$ cat src/rtl/pulse_edge_gen_pkg.sv
// pulse_edge_gen_pkg: state encodings and helpers shared by the pulse generator. Rev 1.0
`default_nettype none

package pulse_edge_gen_pkg;

    typedef enum logic [1:0] {
        ST_IDLE = 2'd0,
        ST_HIGH = 2'd1,
        ST_GAP  = 2'd2
    } state_t;

    function automatic int pend_max(input int bits);
        return (1 << bits) - 1;
    endfunction

endpackage

`default_nettype wire

$ cat src/rtl/pulse_edge_gen_counter.sv
// sat_up_down_counter: saturating up/down counter holding the queued-trigger count. Rev 1.0
`default_nettype none

module sat_up_down_counter
    import pulse_edge_gen_pkg::*;
#(
    parameter int WIDTH = 4
) (
    input  logic             clk,
    input  logic             resetn,
    input  logic             inc,
    input  logic             dec,
    output logic [WIDTH-1:0] count,
    output logic             sat
);

    localparam logic [WIDTH-1:0] MAX_VAL = WIDTH'(pend_max(WIDTH));
    localparam logic [WIDTH-1:0] ONE     = WIDTH'(1);

    logic [WIDTH-1:0] count_q;
    logic [WIDTH-1:0] count_d;

    // Simultaneous inc and dec cancel, so a full counter can still swap one entry.
    always_comb begin
        count_d = count_q;
        if (inc && !dec && (count_q != MAX_VAL)) begin
            count_d = count_q + ONE;
        end else if (dec && !inc && (count_q != '0)) begin
            count_d = count_q - ONE;
        end
    end

    always_ff @(posedge clk or negedge resetn) begin
        if (!resetn) begin
            count_q <= '0;
        end else begin
            count_q <= count_d;
        end
    end

    assign count = count_q;
    assign sat   = (count_q == MAX_VAL);

endmodule

`default_nettype wire

$ cat src/rtl/pulse_edge_gen.sv
// pulse_edge_gen: turns trigger pulses into timed high pulses with a mandatory low gap. Rev 1.0
`default_nettype none

module pulse_edge_gen
    import pulse_edge_gen_pkg::*;
#(
    parameter int CNT_BITS  = 16,
    parameter int PEND_BITS = 4
) (
    input  logic                 clk,
    input  logic                 resetn,
    input  logic                 trig,
    input  logic [CNT_BITS-1:0]  high_cycles,
    input  logic [CNT_BITS-1:0]  low_cycles,
    input  logic                 clr_ovf,
    output logic                 signal_out,
    output logic                 busy,
    output logic [PEND_BITS-1:0] pending,
    output logic                 overflow
);

    localparam logic [CNT_BITS-1:0] CNT_ONE = CNT_BITS'(1);

    state_t              state_q, state_d;
    logic [CNT_BITS-1:0] cnt_q, cnt_d;
    logic                sig_q, sig_d;
    logic                busy_q, busy_d;
    logic                ovf_q, ovf_d;

    logic [CNT_BITS-1:0]  high_load;
    logic [CNT_BITS-1:0]  low_load;
    logic [PEND_BITS-1:0] pend_cnt;
    logic                 pend_sat;
    logic                 pend_nz;
    logic                 start;
    logic                 pend_inc;
    logic                 pend_dec;
    logic                 trig_lost;

    // A zero width behaves as one cycle, so the loaded count never underflows.
    assign high_load = (high_cycles == '0) ? '0 : (high_cycles - CNT_ONE);
    assign low_load  = (low_cycles  == '0) ? '0 : (low_cycles  - CNT_ONE);
    assign pend_nz   = (pend_cnt != '0);

    always_comb begin
        state_d = state_q;
        cnt_d   = cnt_q;
        sig_d   = sig_q;
        start   = 1'b0;
        case (state_q)
            ST_IDLE: begin
                start = trig || pend_nz;
            end
            ST_HIGH: begin
                if (cnt_q != '0) begin
                    cnt_d = cnt_q - CNT_ONE;
                end else begin
                    state_d = ST_GAP;
                    sig_d   = 1'b0;
                    cnt_d   = low_load;
                end
            end
            ST_GAP: begin
                if (cnt_q != '0) begin
                    cnt_d = cnt_q - CNT_ONE;
                end else if (trig || pend_nz) begin
                    start = 1'b1;
                end else begin
                    state_d = ST_IDLE;
                end
            end
            default: begin
                state_d = ST_IDLE;
                sig_d   = 1'b0;
                cnt_d   = '0;
            end
        endcase

        if (start) begin
            state_d = ST_HIGH;
            sig_d   = 1'b1;
            cnt_d   = high_load;
        end
        busy_d = (state_d != ST_IDLE);

        // A start consumes trig itself when nothing is queued; otherwise it
        // dequeues the oldest entry and any trig this cycle takes its place.
        pend_dec  = start && pend_nz;
        pend_inc  = trig && !(start && !pend_nz);
        trig_lost = pend_inc && !pend_dec && pend_sat;

        ovf_d = ovf_q;
        if (trig_lost) begin
            ovf_d = 1'b1;
        end else if (clr_ovf) begin
            ovf_d = 1'b0;
        end
    end

    always_ff @(posedge clk or negedge resetn) begin
        if (!resetn) begin
            state_q <= ST_IDLE;
            cnt_q   <= '0;
            sig_q   <= 1'b0;
            busy_q  <= 1'b0;
            ovf_q   <= 1'b0;
        end else begin
            state_q <= state_d;
            cnt_q   <= cnt_d;
            sig_q   <= sig_d;
            busy_q  <= busy_d;
            ovf_q   <= ovf_d;
        end
    end

    sat_up_down_counter #(
        .WIDTH (PEND_BITS)
    ) u_pend (
        .clk    (clk),
        .resetn (resetn),
        .inc    (pend_inc),
        .dec    (pend_dec),
        .count  (pend_cnt),
        .sat    (pend_sat)
    );

    assign signal_out = sig_q;
    assign busy       = busy_q;
    assign pending    = pend_cnt;
    assign overflow   = ovf_q;

endmodule

`default_nettype wire

$ cat config.mk
export PLATFORM = sky130hd
export DESIGN_NAME = pulse_edge_gen
export DESIGN_NICKNAME = d
export VERILOG_FILES = /design/src/rtl/pulse_edge_gen_pkg.sv /design/src/rtl/pulse_edge_gen_counter.sv /design/src/rtl/pulse_edge_gen.sv
export SDC_FILE = /design/constraint.sdc
export NUM_CORES = 1
export LEC_CHECK = 0
export ABC_CLOCK_PERIOD_IN_PS = 5330
export BUFFER_PORTS_ARGS = -buffer_cell sky130_fd_sc_hd__buf_2
export CORE_MARGIN = 1.5
export CORE_UTILIZATION = 30
export CTS_CLUSTER_DIAMETER = 150
export DETAILED_ROUTE_END_ITERATION = 10
export GPL_TIMING_DRIVEN = 0
export PLACE_DENSITY = 0.46
export SLEW_MARGIN = 20
export SYNTH_ARGS = -nofsm -noshare
export SYNTH_HDL_FRONTEND = slang
export SYNTH_HIERARCHICAL = 1
export SYNTH_SLANG_ARGS = --single-unit
$ cat constraint.sdc
create_clock -name clk -period 5.33 [get_ports clk]
set_clock_uncertainty 0.15 [all_clocks]
set_input_delay 0 -clock clk [delete_from_list [all_inputs] [get_ports clk]]
set_output_delay 0 -clock clk [all_outputs]
set_load 0.03 [all_outputs]
==> results.toml, run 1 <==
[status]
status = "completed"

[pwr]
p_clk_frac = 0.090
swShare = 0.4818
seqPwrFrac = 0.314
leakagePower_nw = 1.159
power.share.combinational = 0.596
internal-power_mw = 0.6354
irDropWorstVdd_mv = 0.2256
power_density_nw_per_um2 = 447.1
p_total_mw = 1.226
p_switching_mw = 0.5908

[clock_network]
htreeDepth = 1
numCtsBuffers = 3
cts_root_buf = "clkbuf_8"
cts_tree = "built"
clockBufferDepth = 2
cts_sinks = 25
clock_latency_ps = 260
clk_pin_slew_ps = 80

[setup_path]
cp.arrival_ps = 4200
required_ps = 5370
path_max_fanout = 10
crit_type = "flip-flop to flip-flop"
worstSetupEndpointType = "flip-flop"
start_kind = "flip-flop"

[logic_synthesis]
yosysSeqAreaShare = 0.2694
synth.avg_cell_area_um2 = 8.665
syn-num-nets = 314
synth_flop_cell = "dfrtp_1"
synth_seq_cells = 25
synthArstFlopShare = 1.000
synthCells = 268
synth_edf_count = 0
synth_cell_types = 52
yosysWarnings = 6
netlist_area_um2 = 2322

[sta]
setup_ws_ps = 1175
clock.fmax_mhz = 240.7
maxSlewViolCount = 0
tns_ps = 0
finalSetupViolCount = 0
tightest_slew_ps = 729.3
relSlewSlack = 0.5127
finalHoldViolations = 0
finalCriticalPeriod_ps = 4155
min_period_over_period = 0.7795
rsz0062_at_grt = "no"

[die]
die-width_um = 90.98
rows = 31
die_h_um = 90.98
ios = 43
start_util = 0.3151
core_region_area_um2 = 7370
dieArea_um2 = 8277

[global_routing]
grt_pass1_vias = 2064
grt_usage = 0.1498
grt_pass1_wl_um = 10080
antenna_found_initial = 0
grt_start_max_net_pins = 26
grt-ovfl-total = 0

[placed_design]
port_buffers = 42
pre_cts_slack_ps = 1226
gp_congestion = 0.7947
dp_hpwl_um = 4943

[routing]
drtPass1Iterations = 4
drtAntennaViolNets = 0
post-route-drc-count = 0
route.vias.total = 2101
drt_wl_total_um = 6065
route.detailed.wl_per_inst_um = 14.54
viasPerCell = 5.038
drtIter0Drc = 95

[run]
cap_violations = 0

[min_path]
hp-class = "input port to flip-flop"

[finish]
area_growth_pct = 18.10
layout-drive-gt1-share = 0.2075
fillers = 805
layout.nets = 365
antenna-diode-count = 0
utilization = 0.3722
-- layer usage --
layer,track usage,wire (um),vias to the layer above
li1,-,-,1100
met1,0.2205,3190,952
met2,0.2338,2611,47
met3,0.01340,222,2
met4,0.03646,40,0
met5,0,0,-
-- cell families (layout without fill, tap and decap cells) --
| family | after synthesis | in the layout | synth area share |
|---|---|---|---|
| compound gates | 65 | 65 | 0.1875 |
| mux | 5 | 5 | 0.02586 |
| xor+xnor | 38 | 38 | 0.1433 |
| simple gates | 104 | 104 | 0.2818 |
| fa+ha+maj | 10 | 10 | 0.05711 |
| buf+inv | 21 | 71 | 0.03502 |
| flops | 25 | 25 | 0.2694 |
-- worst paths after layout --
kind | depth (start not counted) | start | end | slack (ps)
max | 14 | cnt_q[0] | u_pend/count[3] | 1180
min | 4 | high_cycles[10] | cnt_q[10] | 40
max reg2reg | 14 | cnt_q[0] | u_pend/count[3] | 1180
min reg2reg | 1 | u_pend/count[3] | u_pend/count[3] | 380
max in group asynchronous | 2 | resetn | cnt_q[14] | 4540
min in group asynchronous | 2 | resetn | cnt_q[6] | 110
-- state kept, by name (all words and copies together), names as in the netlist --
| register | flops |
|---|---|
| busy | 1 |
| cnt_q | 16 |
| overflow | 1 |
| signal_out | 1 |
| state_q | 2 |
| u_pend/count | 4 |
-- Yosys cell counts, drive strengths merged, types with 3 or more instances --
cell | instances | area share
mux2i | 3 | 0.013
inv | 11 | 0.018
nand2 | 18 | 0.032
dfrtp | 25 | 0.27
clkbuf | 7 | 0.011
xor2 | 25 | 0.094
ha | 9 | 0.048
nand4 | 4 | 0.011
nor4 | 10 | 0.048
o22ai | 13 | 0.035
xnor2 | 13 | 0.049
nor3 | 18 | 0.046
or4 | 6 | 0.023
nand2b | 4 | 0.011
a211oi | 3 | 0.0097
a21oi | 16 | 0.034
or3 | 3 | 0.012
o21ai | 4 | 0.0086
nand3 | 3 | 0.0065
a22oi | 17 | 0.055
nor2 | 23 | 0.037
buf | 3 | 0.0059
-- placed cells by master (no fill, tap or decap), drive strengths merged, types with 3 or more instances in the layout --
cell,instances
buf,45
xor2,25
dfrtp,25
nor2,23
nand2,18
nor3,18
a22oi,17
a21oi,16
o22ai,13
xnor2,13
inv,11
clkbuf,10
nor4,10
ha,9
or4,6
nand2b,4
o21ai,4
nand4,4
dlygate4sd3,4
a211oi,3
nand3,3
mux2i,3
or3,3
-- through the flow --
| stage | instances | hold slack [ps] | instance area [um2] |
|---|---|---|---|
| 6_report | 417 | 42.64 | 2743 |
| 5_1_grt | 417 | 74.44 | 2743 |
| 4_1_cts | 417 | 33.03 | 2743 |
| 3_5_place_dp | 409 | -119.3 | 2656 |
| 3_3_place_gp | 409 | -118.7 | 2656 |
| 2_1_floorplan | 268 | -445.6 | 2322 |
-- worst max-delay path: stages, from the launching register on --
cell,delay [ps]
dfrtp_1,430
inv_1,80
ha_1,220
nor3b_1,210
and4_1,270
a21oi_1,190
clkbuf_1,380
buf_1,460
nor2_1,130
or3b_4,470
ha_1,290
a21o_2,210
a21oi_1,200
mux2i_1,230
xor2_1,150
-- power by group through the flow --
| stage | Clock (mW) | Combinational, mW | Sequential [mW] |
|---|---|---|---|
| floorplan | 0 | 0.501 | 0.408 |
| global placement | 0 | 0.727 | 0.386 |
| detailed placement | 0 | 0.727 | 0.387 |
| CTS | 0.115 | 0.735 | 0.383 |
| global route | 0.121 | 0.817 | 0.399 |
| finish | 0.110 | 0.731 | 0.385 |
-- layout make-up --
class	instances	area, um2	area share
Inverter	11	41.29	0.01505
Timing Repair Buffer	46	250.2	0.09124
Sequential cell	25	625.6	0.2281
Buffer	10	40.04	0.01460
Clock buffer	3	41.29	0.01505
Clock inverter	1	5.005	0.001825
Tap cell	99	123.9	0.04516
Multi-Input combinational cell	222	1615	0.5890
-- timing repair --
action / CTS / global route
endpoints found under the setup margin: 0 / 0
endpoints found under the hold margin: 27 / 0
resized for setup: 0 / 0
hold buffers: 4 / 0
setup buffers: 0 / 0
Power figures use the tool's default switching activity.
==> run 2, diff against run 1 <==
--- a/config.mk
+++ b/config.mk
@@ -5,7 +5,7 @@
 export SDC_FILE = /design/constraint.sdc
 export NUM_CORES = 1
 export LEC_CHECK = 0
-export ABC_CLOCK_PERIOD_IN_PS = 5330
+export ABC_CLOCK_PERIOD_IN_PS = 4019
 export BUFFER_PORTS_ARGS = -buffer_cell sky130_fd_sc_hd__buf_2
 export CORE_MARGIN = 1.5
 export CORE_UTILIZATION = 30
==> constraint.sdc (replaced) <==
create_clock -name clk -period 4.02 [get_ports clk]
set_clock_uncertainty 0.15 [all_clocks]
set_input_delay 0 -clock clk [delete_from_list [all_inputs] [get_ports clk]]
set_output_delay 0 -clock clk [all_outputs]
set_load 0.03 [all_outputs]
==> run 2 against run 1 <==
Net effect:
- final cell count is the same
- highest routed layer unchanged
- sequential share of layout area shrank 0.083 points
- hold slack lost 1.9 ps
- sequential power grew 33%
- setup slack lost 890 ps
- die area is the same
- register-to-register slack lost 890 ps
- design area grew 0.36%
==> results.toml, run 2 (synthesis gave the netlist of run 1 again) <==
[setup_path]
crit_chain = "inv_1 -> ha_1 -> nor3b_2 -> and4_1 -> a21oi_1 -> buf_2 -> clkbuf_4 -> nor2_1 -> or3b_4 -> ha_1 -> a21o_2 -> a21oi_1 -> mux2i_1 -> xor2_1"
crit_slowest_cell = "or3b_4"
crit_type = "flip-flop to flip-flop"
required_ps = 4060
path_buf_inv = 3
cp.arrival_ps = 3780
path_max_fanout = 10
critPathTopFamily = "simple AND/OR/NAND/NOR gates"
max_stage_delay_ps = 470
worstSetupEndpointType = "flip-flop"
start_kind = "flip-flop"

[clock_network]
numCtsBuffers = 3
clock_latency_ps = 260
clk_pin_slew_ps = 80
htreeDepth = 1
cts_root_buf = "clkbuf_8"
cts_setup_buffers = 0
cts_tree = "built"
clockBufferDepth = 2
cts_sinks = 25

[finish]
utilization = 0.3735
area_growth_pct = 18.53
layout.nets = 365
antenna-diode-count = 0
instances_no_fill = 417
layout_commonest_cell = "buf_2"
multi_input_area_um2 = 1620
final_cell_mix = "buf_2, xor2_1, dfrtp_1, nor2_1"
final_area_um2 = 2753
layout-drive-gt1-share = 0.2170
top_register = "cnt_q"
fillers = 803
largest_register_ffs = 16
seqCellArea_um2 = 625.6

[routing]
drtIter0Drc = 98
drtPass1Iterations = 4
drtAntennaViolNets = 0
drt_wl_total_um = 6091
viasPerCell = 5.000
route.detailed.wl_per_inst_um = 14.61
post-route-drc-count = 0
route.vias.total = 2085

[placed_design]
gp_congestion = 0.7947
dpl.cell_count = 409
port_buffers = 42
place_area_um2 = 2656
dp_hpwl_um = 4943

[pwr]
leakagePower_nw = 1.167
power_density_nw_per_um2 = 593.9
irDropWorstVdd_mv = 0.2991
p_total_mw = 1.635

[status]
status = "completed"

[sta]
finalCriticalPeriod_ps = 3738
min_period_over_period = 0.9299
finalSetupViolCount = 0
tightest_slew_ps = 581.0
clock.fmax_mhz = 267.5
maxSlewViolCount = 0
finalHoldViolations = 0
rsz0062_at_grt = "no"
tns_ps = 0
relSlewSlack = 0.6091

[global_routing]
grt_usage = 0.1498
antenna_found_initial = 0
grt-ovfl-total = 0
grt_pass1_vias = 2064
grt_start_max_net_pins = 26
grt_pass1_wl_um = 10080

[die]
core_region_area_um2 = 7370
dieArea_um2 = 8277
die-width_um = 90.98
start_util = 0.3151
die_h_um = 90.98
rows = 31
ios = 43

[run]
cap_violations = 0

[min_path]
hp-class = "input port to flip-flop"
==> run 2: worst min-delay path: cells and delay by family <==
kind                      cells  cell delay (ps)
AOI/OAI and AO/OA             2              250
xor gates and xnor gates      1               70
buffers and inverters         1              100
==> run 2: path summary, 6_finish.rpt <==
path                                       from         endpoint  slack (ps)  cells past startpoint
worst max register to register         cnt_q[0]  u_pend/count[3]         280                     14
worst max-delay path                   cnt_q[0]  u_pend/count[3]         280                     14
max in group asynchronous                resetn        cnt_q[14]        3230                      2
min in group asynchronous                resetn         cnt_q[6]         110                      2
worst min-delay path            high_cycles[10]        cnt_q[10]          40                      4
worst min register to register  u_pend/count[3]  u_pend/count[3]         380                      1
==> run 2: area by class of cell <==
type | instances | area share
sequential | 25 | 0.2273
multi-input combinational | 222 | 0.5886
tap | 99 | 0.04500
clock buffer | 3 | 0.01500
buffer | 10 | 0.01636
timing repair buffer | 46 | 0.09091
inverter | 11 | 0.01500
clock inverter | 1 | 0.001818
==> run 2: repair_timing <==
item / CTS / global route
setup endpoints to repair: 1 / 1
pin swaps: 0 / 0
hold buffers: 4 / 0
gates resized for setup: 1 / 5
endpoints found under the hold margin: 27 / 0
==> run 2: per-layer routing <==
metal,share of wire,vias to the layer above,global-route usage
met4,0.0066,0,0.03646
li1,-,1097,-
met2,0.43,51,0.2338
met1,0.52,935,0.2205
met3,0.041,2,0.01340
met5,0,-,0
==> run 2: where the power goes <==
part	leakage [nW]	total, mW	switching, mW	internal, mW
clock network	0.0255	0.146	0.0771	0.0692
registers	0.313	0.511	0.152	0.359
logic	0.829	0.978	0.556	0.421
==> run 2: through the flow <==
step / hold WS [ps] / setup slack, ps
2_1_floorplan: -445.6 / 440.9
3_3_place_gp: -118.7 / -105.6
3_5_place_dp: -119.3 / -84.48
4_1_cts: 33.03 / 53.35
5_1_grt: 70.94 / 2.393
6_report: 40.75 / 282.0
==> run 3, diff against run 2 <==
--- a/config.mk
+++ b/config.mk
@@ -16,5 +16,4 @@
 export SLEW_MARGIN = 20
 export SYNTH_ARGS = -nofsm -noshare
 export SYNTH_HDL_FRONTEND = slang
-export SYNTH_HIERARCHICAL = 1
 export SYNTH_SLANG_ARGS = --single-unit
==> run 3 against run 2 <==
Net effect:
- critical path depth shrank 3
- sequential power is 4% higher
- design area up 7.7%
- combinational power up 11%
- synthesized cell count increased by 18%
- synthesized area up 9.2%
==> results.toml, run 3 <==
[logic_synthesis]
synthArstFlopShare = 1.000
netlist_area_um2 = 2535
yosysWarnings = 0
yosysSeqAreaShare = 0.2468
synthAdderAreaFrac = 0.06219
synth_top_area_cell = "dfrtp_1"
synth_cell_types = 52
yosysTopAreaCellShare = 0.2468
syn-num-nets = 365
synth-xor-area-share = 0.1209
synth.avg_cell_area_um2 = 7.997
synth_flop_cell = "dfrtp_1"
synth_seq_cells = 25
synth_edf_count = 0
synth-simple-area-share = 0.2779
synth_common_cells = "dfrtp_1, nor2_1, a21oi_1"
synth_top_family_by_area = "simple AND/OR/NAND/NOR gates"
synth_mux_area_frac = 0.01678
synth-compound-area-share = 0.2290
ys_top_cells_by_area = "dfrtp_1, xor2_1, ha_1"
yosysMostFrequentCell = "dfrtp_1"
synthCells = 317

[sta]
finalHoldViolations = 0
setup_ws_ps = 576.8
maxSlewViolCount = 0
relSlewSlack = 0.3544
rsz0062_at_grt = "no"
tightest_slew_ps = 960.3
finalSetupViolCount = 0
finalCriticalPeriod_ps = 3443
clock.fmax_mhz = 290.4
tns_ps = 0
min_period_over_period = 0.8565

[routing]
route.vias.total = 2558
route.detailed.wl_per_inst_um = 15.76
drtPass1Iterations = 4
drtAntennaViolNets = 0
viasPerCell = 5.419
drt_wl_total_um = 7440
drtIter0Drc = 138
post-route-drc-count = 0

[clock_network]
clockBufferDepth = 2
numCtsBuffers = 3
cts_root_buf = "clkbuf_8"
htreeDepth = 1
clk_pin_slew_ps = 110
holdBufCountCts = 4
cts_sinks = 25
ctsResizeCount = 0
cts_tree = "built"
cts_setup_buffers = 0
clock_latency_ps = 280

[die]
dieArea_um2 = 9010
rows = 33
die-width_um = 94.92
ios = 43
core_region_area_um2 = 8217
start_util = 0.3085
die_h_um = 94.92

[pwr]
swShare = 0.5056
p_switching_mw = 0.8992
p_clk_frac = 0.090
seqPwrFrac = 0.298
internal-power_mw = 0.8793
p_total_mw = 1.778
irDropWorstVdd_mv = 0.2234
leakagePower_nw = 1.185
power_density_nw_per_um2 = 599.8
power.share.combinational = 0.612

[finish]
multi_input_area_um2 = 1792
final_cell_mix = "buf_2, dfrtp_1, nor2_1, a21oi_1, xor2_1"
final_area_um2 = 2965
instances_no_fill = 472
layout_commonest_cell = "buf_2"
area_growth_pct = 16.98
fillers = 865
antenna-diode-count = 0
layout-drive-gt1-share = 0.1689
top_register = "cnt_q"
layout.nets = 416
seqCellArea_um2 = 625.6
largest_register_ffs = 16

[setup_path]
cp.arrival_ps = 3510
worstSetupEndpointType = "flip-flop"
crit_type = "flip-flop to flip-flop"
start_kind = "flip-flop"
path_max_fanout = 10
required_ps = 4080

[placed_design]
pre_cts_slack_ps = 642.7
dpl.cell_count = 464
dp_hpwl_um = 5887
port_buffers = 42
place_area_um2 = 2877
gp_congestion = 0.8029

[min_path]
hp-class = "input port to flip-flop"

[run]
cap_violations = 0

[global_routing]
grt-ovfl-total = 0
grt_start_max_net_pins = 26
antenna_found_initial = 0
grt_pass1_wl_um = 11840
grt_usage = 0.1687
grt_pass1_vias = 2374

[status]
status = "completed"
==> run 3: changes by cell type after synthesis, sizes merged, moves of 4 or more <==
cell	before	now
o21ai	4	12
nand3	3	7
clkbuf	7	13
o22ai	13	9
a211oi	3	10
or4	6	11
or3	3	7
a21oi	16	25
a22oi	17	4
==> run 3: worst max-delay path, cell delays in order (launching register included) <==
cell and delay, ps:
dfrtp_1 510, inv_1 150, ha_1 170, or3b_2 520
nor4_4 380, a21oi_2 240, nand3_1 250, ha_1 270
a21o_1 170, a21oi_1 170, mux2i_1 230, xor2_1 170
==> run 3: final timing paths <==
path                                  from         endpoint  slack [ps]  depth (start not counted)
min                         high_cycles[7]         cnt_q[7]           1                          5
max reg2reg                       cnt_q[0]  u_pend.count[3]         580                         11
min reg2reg                u_pend.count[3]  u_pend.count[3]         390                          1
max                               cnt_q[0]  u_pend.count[3]         580                         11
max in group asynchronous           resetn         cnt_q[6]        3230                          2
min in group asynchronous           resetn       state_q[1]          80                          2
==> run 3: layout make-up <==
cell class              instances  area share
multi-input cells             263      0.6042
clock inverters                 1    0.002532
well taps                     105     0.04430
clock buffers                   3     0.01392
repair buffers                 46     0.08439
flip-flops and latches         25      0.2110
plain buffers                  17     0.02447
inverters                      12     0.01519
==> run 3: per-stage QoR <==
| stage | util | hold WS, ps |
|---|---|---|
| floorplan | - | -445.6 |
| global placement | 0.3501 | -120.7 |
| detailed placement | 0.3501 | -112.6 |
| CTS | 0.3609 | 11.39 |
| global route | 0.3609 | 33.98 |
| finish | 0.3609 | 1.252 |
==> run 3: logic make-up (layout without fill, tap and decap cells) <==
family | after synthesis | after routing
AND/OR/NAND/NOR | 125 | 125
buffers and inverters | 29 | 79
adder cells (fa/ha/maj) | 12 | 12
AO/OA/AOI/OAI | 87 | 87
flip-flops | 25 | 25
XOR/XNOR | 35 | 35
multiplexers | 4 | 4
==> run 3: power groups by stage <==
stage	combinational [mW]	sequential [mW]	clock (mW)
final	1.09	0.530	0.159
after global routing	1.22	0.550	0.178
after CTS	1.10	0.527	0.165
after detailed placement	1.08	0.533	0
after global placement	1.08	0.534	0
after floorplan	0.753	0.551	0
==> run 3: layer usage <==
metal	vias to the layer above	GRT usage	share of wire
met5	-	0	0
met4	0	0.04229	0.020
met3	12	0.02415	0.030
met2	51	0.2738	0.48
met1	1198	0.2333	0.48
li1	1297	-	-
